`config.mk`:
```
export PLATFORM = sky130hd
export DESIGN_NAME = mem_arbiter
export DESIGN_NICKNAME = d
export VERILOG_FILES = /design/src/rtl/mem_arbiter.sv
export SDC_FILE = /design/constraint.sdc
export NUM_CORES = 1
export LEC_CHECK = 0
export ABC_AREA = 1
export BUFFER_PORTS_ARGS = -buffer_cell sky130_fd_sc_hd__buf_4
export CORE_AREA = 2 2 217 219
export DETAILED_ROUTE_END_ITERATION = 6
export DIE_AREA = 0 0 219 221
export SYNTH_ARGS = -nofsm -noshare
export SYNTH_HDL_FRONTEND = slang
export SYNTH_SLANG_ARGS = --single-unit
export TNS_END_PERCENT = 10
```
`constraint.sdc`:
```
create_clock -name clk -period 1.9 [get_ports clk]
set_clock_uncertainty 0.1 [all_clocks]
set_input_delay 0.19 -clock clk [delete_from_list [all_inputs] [get_ports clk]]
set_output_delay 0.19 -clock clk [all_outputs]
set_load 0.005 [all_outputs]
```
`src/rtl/mem_arbiter.sv`:
```
// Shared-RAM arbiter between an instruction cache (line reads) and a data cache
// (line refills and write-through words), with round-robin between the two caches.
module mem_arbiter #(
  parameter int LAT = 4
) (
  input  logic         clk,
  input  logic         rstn,
  input  logic         ic_req,
  input  logic [31:0]  ic_addr,
  output logic         ic_done,
  output logic [127:0] ic_rdata,
  input  logic         dc_rd_req,
  input  logic         dc_wr_req,
  input  logic [31:0]  dc_addr,
  input  logic [31:0]  dc_wdata,
  output logic         dc_done,
  output logic [127:0] dc_rdata,
  output logic         mem_rd,
  output logic         mem_wr,
  output logic [31:0]  mem_addr,
  output logic [31:0]  mem_wdata,
  input  logic [127:0] mem_rdata
);

  typedef enum logic [2:0] {
    ST_IDLE,
    ST_IC_RD,
    ST_DC_RD,
    ST_DC_WR,
    ST_DONE
  } state_e;

  localparam logic [2:0] LAST_CNT = 3'(LAT - 1);

  state_e         state_q, state_d;
  logic [2:0]     cnt_q, cnt_d;
  logic           last_dc_q, last_dc_d;
  logic           src_dc_q, src_dc_d;
  logic [31:0]    mem_addr_q, mem_addr_d;
  logic [31:0]    mem_wdata_q, mem_wdata_d;
  logic [127:0]   ic_rdata_q, ic_rdata_d;
  logic [127:0]   dc_rdata_q, dc_rdata_d;

  logic           dc_cand;
  logic           grant_dc;
  logic           grant_ic;
  logic           final_cycle;

  // The DC wins a contested slot only when the IC was served last.
  assign dc_cand     = dc_rd_req | dc_wr_req;
  assign grant_dc    = dc_cand & (~ic_req | ~last_dc_q);
  assign grant_ic    = ic_req & ~grant_dc;
  assign final_cycle = (cnt_q == LAST_CNT);

  // NOTE: every variable gets its hold value first, so no path through the
  // case statement can leave one unassigned and infer a latch.
  always_comb begin
    state_d     = state_q;
    cnt_d       = cnt_q;
    last_dc_d   = last_dc_q;
    src_dc_d    = src_dc_q;
    mem_addr_d  = mem_addr_q;
    mem_wdata_d = mem_wdata_q;
    ic_rdata_d  = ic_rdata_q;
    dc_rdata_d  = dc_rdata_q;

    unique case (state_q)
      ST_IDLE: begin
        if (grant_dc) begin
          src_dc_d  = 1'b1;
          last_dc_d = 1'b1;
          cnt_d     = 3'd0;
          if (dc_wr_req) begin
            state_d     = ST_DC_WR;
            mem_addr_d  = dc_addr;
            mem_wdata_d = dc_wdata;
          end else begin
            state_d    = ST_DC_RD;
            mem_addr_d = {dc_addr[31:4], 4'b0000};
          end
        end else if (grant_ic) begin
          src_dc_d   = 1'b0;
          last_dc_d  = 1'b0;
          cnt_d      = 3'd0;
          state_d    = ST_IC_RD;
          mem_addr_d = {ic_addr[31:4], 4'b0000};
        end
      end

      ST_IC_RD: begin
        cnt_d = cnt_q + 3'd1;
        if (final_cycle) begin
          state_d    = ST_DONE;
          ic_rdata_d = mem_rdata;
        end
      end

      ST_DC_RD: begin
        cnt_d = cnt_q + 3'd1;
        if (final_cycle) begin
          state_d    = ST_DONE;
          dc_rdata_d = mem_rdata;
        end
      end

      ST_DC_WR: begin
        cnt_d = cnt_q + 3'd1;
        if (final_cycle) begin
          state_d = ST_DONE;
        end
      end

      ST_DONE: begin
        state_d = ST_IDLE;
      end

      default: begin
        state_d = ST_IDLE;
      end
    endcase
  end

  // NOTE: state registers use non-blocking assignments so every flop samples
  // the pre-edge values of its neighbours, matching real hardware.
  always_ff @(posedge clk) begin
    if (rstn) begin
      state_q     <= ST_IDLE;
      cnt_q       <= 3'd0;
      last_dc_q   <= 1'b1;
      src_dc_q    <= 1'b0;
      mem_addr_q  <= 32'd0;
      mem_wdata_q <= 32'd0;
      ic_rdata_q  <= 128'd0;
      dc_rdata_q  <= 128'd0;
    end else begin
      state_q     <= state_d;
      cnt_q       <= cnt_d;
      last_dc_q   <= last_dc_d;
      src_dc_q    <= src_dc_d;
      mem_addr_q  <= mem_addr_d;
      mem_wdata_q <= mem_wdata_d;
      ic_rdata_q  <= ic_rdata_d;
      dc_rdata_q  <= dc_rdata_d;
    end
  end

  // Strobes and dones decode straight from the state register, so they are glitch-free
  // and fall to zero in the same cycle a reset is taken.
  assign mem_rd    = (state_q == ST_IC_RD) || (state_q == ST_DC_RD);
  assign mem_wr    = (state_q == ST_DC_WR);
  assign ic_done   = (state_q == ST_DONE) && !src_dc_q;
  assign dc_done   = (state_q == ST_DONE) &&  src_dc_q;
  assign mem_addr  = mem_addr_q;
  assign mem_wdata = mem_wdata_q;
  assign ic_rdata  = ic_rdata_q;
  assign dc_rdata  = dc_rdata_q;

endmodule

```
==> flow_summary.yaml <==
yosys:
  synth.avg_cell_area_um2: 7.533
  ys_ff_latch: 328
  yosysSeqAreaShare_pct: 55.41
  syn_nets: 1804
  yosysWarningCount: 0
  synthCells: 1573
  synthDistinctLibCells: 21
  syn_area_um2: 11850
timing:
  finalSetupViolCount: 0
  slew_headroom_pct: 65.32
  final-hold-violation-count: 0
  finalCritPeriodShare_pct: 96.54
  tightest_slew_ns: 0.5201
  rsz0062_at_grt: "false"
  fin_crit_ns: 1.834
  max_freq_ghz: 0.5452
  tns_ns: 0
  slew_viol_final: 0
layout:
  final_area_um2: 20620
  n_fill_cell: 4329
  area_growth_pct: 74.05
  utilization_pct: 44.78
  antennaDiodeCount: 0
  drive_gt1_share_pct: 29.06
  final_nets: 2564
cts:
  cts-root-buf: "clkbuf_16"
  cts_sinks: 328
  cts_buffers: 38
  ctsHtreeMaxLevel: 2
  cts_tree: "yes"
  clk_path_buf_depth: 3
  clk_latency_ns: 0.54
  clkTransAtPathRegs_ns: 0.06
global_routing:
  grt-ovfl-total: 0
  grt_max_degree: 64
  gr-usage-all-layers_pct: 18.32
  grt_pass1_vias: 13060
  grt_antenna_before_repair: 0
  grt_pass1_wl_mm: 71.04
floorplan:
  coreArea_um2: 46060
  die_w_um: 219
  rows: 79
  dieHeight_um: 221
  dieArea_um2: 48400
  initial_core_util_pct: 25.73
  io_pins: 553
place:
  hpwl_mm: 31.73
  place_congestion: 0.8877
  port_buffers: 548
  place_area_um2: 16940
critical_path:
  slowest_delay_ns: 0.33
  end_kind: "flip-flop"
  path_common_cell: "ha_1"
  cp-start-kind: "flip-flop"
  r2r_cells: 9
  cp_slowest_cell: "dfxtp_1"
  cp.required_ns: 2.23
  timing.rr.end: "ic_rdata[16]"
  crit_arrival_ns: 2.17
  worstPathMaxFanout: 31
  crit_family: "buffers and inverters"
  r2r-start: "cnt_q[0]"
  crit_buf_inv: 4
  path_cells: "ha_1 > ha_1 > inv_2 > nor2_4 > buf_12 > buf_4 > clkbuf_16 > o21ai_0 > nor2_1"
  r2r_slack_ns: 0.07
  critical_path_class: "reg2reg"
min_path:
  worstHoldPathCells: 6
  min-delay-start: "dc_rd_req"
  hold_end: "cnt_q[0]"
  hp-class: "in2reg"
route:
  wl_per_cell_um: 15.93
  drt_pass1_iterations: 5
  drtIter0Drc: 802
  wirelength_mm: 47.29
  dr_total_vias: 13290
  routed_via_density: 4.477
  postRouteAntennaNets: 0
  drc: 0
run_status:
  outcome: "finished clean"
power:
  p_total_mw: 18.65
  ir_drop_uv: 754.2
  power_density_nw_per_um2: 904.0
  p_leak_nw: 10.13
run:
  maxCapViolCount: 0
-- cells in the mapped netlist --
cell type,count,area (um^2)
o21ai_1,137,685.7
a31oi_1,1,6.260
nor2_1,633,2376
ha_1,2,25.02
dfxtp_1,328,6566
inv_1,36,135.1
a21oi_1,8,40.04
nor2_2,4,25.02
nor3_1,34,170.2
inv_2,5,18.77
clkbuf_2,3,15.01
buf_4,9,67.56
clkbuf_1,44,165.2
nand3_1,2,10.01
nand2_2,1,6.260
nor2_4,1,11.26
nand3_2,1,10.01
and3_1,1,6.260
o21ai_0,181,905.9
nand2_1,85,319.1
buf_2,57,285.3
-- per-stage QoR --
step	cells	worst slack, ns	hold slack (ns)
finish	2968	0.06565	0.04957
global route	2968	0.01901	0.09455
CTS	2963	0.02084	0.01409
detailed placement	2672	0.005481	0.3268
global placement	2672	0.06496	0.3218
floorplan	1573	0.3952	0.2249
-- layout make-up --
class	count	area [um^2]	share of cell area, %
repair buffers	833	7167	34.75
flip-flops and latches	328	6566	31.84
multi-input cells	1091	4607	22.34
clock buffers	50	1090	5.284
well taps	607	759.5	3.682
clock inverters	18	269.0	1.304
inverters	41	166.4	0.8068
-- power by group --
part           total (mW)  switching [mW]  leakage, nW  internal [mW]
registers            7.56           0.258         2.65           7.31
clock network        7.95            2.96        0.676           4.99
logic                3.13            1.58         6.80           1.55
total                18.6            4.80         10.1           13.8
-- metal layers --
layer	global-route usage (%)	up-vias	part of all wire, %
met2	31.95	593	49
met1	21.48	6084	40
met3	4.962	78	8.2
met4	6.299	0	3.0
li1	-	6532	-
met5	0	-	0
-- worst reg2reg max path, delay by kind of cell, from the launching register on --
family                   cells  cell delay (ns)
adder cells (fa/ha/maj)      2             0.40
flip-flops                   1             0.33
buffers and inverters        4             0.59
AO/OA/AOI/OAI                1             0.21
AND/OR/NAND/NOR              2             0.11
-- cell families after synthesis --
family,Yosys count,synth area share (%)
AOI/OAI and AO/OA,327,13.82
adders and majority gates,2,0.2111
buffers and inverters,154,5.797
DFF,328,55.41
and+or+nand+nor,762,24.76
-- flip-flops by register name, summed over array words and instances (netlist names) --
signal	flops
src_dc_q	1
dc_rdata	128
ic_rdata	128
cnt_q	3
mem_wdata	32
last_dc_q	1
mem_addr	32
state_q	3
-- cells in the final DEF, fill, tap and decap left out, drive strengths merged --
| cell type | count |
|---|---|
| nor2 | 638 |
| buf | 608 |
| dfxtp | 328 |
| o21ai | 318 |
| dlygate4sd3 | 223 |
| nand2 | 86 |
| clkbuf | 52 |
| inv | 41 |
| nor3 | 34 |
| clkinv | 11 |
| a21oi | 8 |
| bufinv | 7 |
| nand3 | 3 |
| ha | 2 |
| and3 | 1 |
| a31oi | 1 |
-- worst max path at each step --
| stage | cells past startpoint | slack [ns] | to | start |
|---|---|---|---|---|
| CTS | 8 | 0.02 | ic_rdata[86] | cnt_q[0] |
| detailed placement | 8 | 0.005 | ic_rdata[86] | cnt_q[0] |
| finish | 9 | 0.07 | ic_rdata[16] | cnt_q[0] |
| global route | 8 | 0.02 | dc_rdata[44] | cnt_q[0] |
| floorplan | 8 | 0.40 | ic_rdata[117] | cnt_q[0] |
| global placement | 8 | 0.06 | ic_rdata[111] | cnt_q[0] |
-- repair_timing --
item                                    in CTS  in global routing
gates cloned                                 0                  2
pin swaps                                    1                  1
setup buffers                                0                  3
hold buffers                               223                  0
resized for setup                            0                  3
hold endpoints to repair                   326                  0
endpoints found under the setup margin       2                110
(Power assumes the default switching activity.)
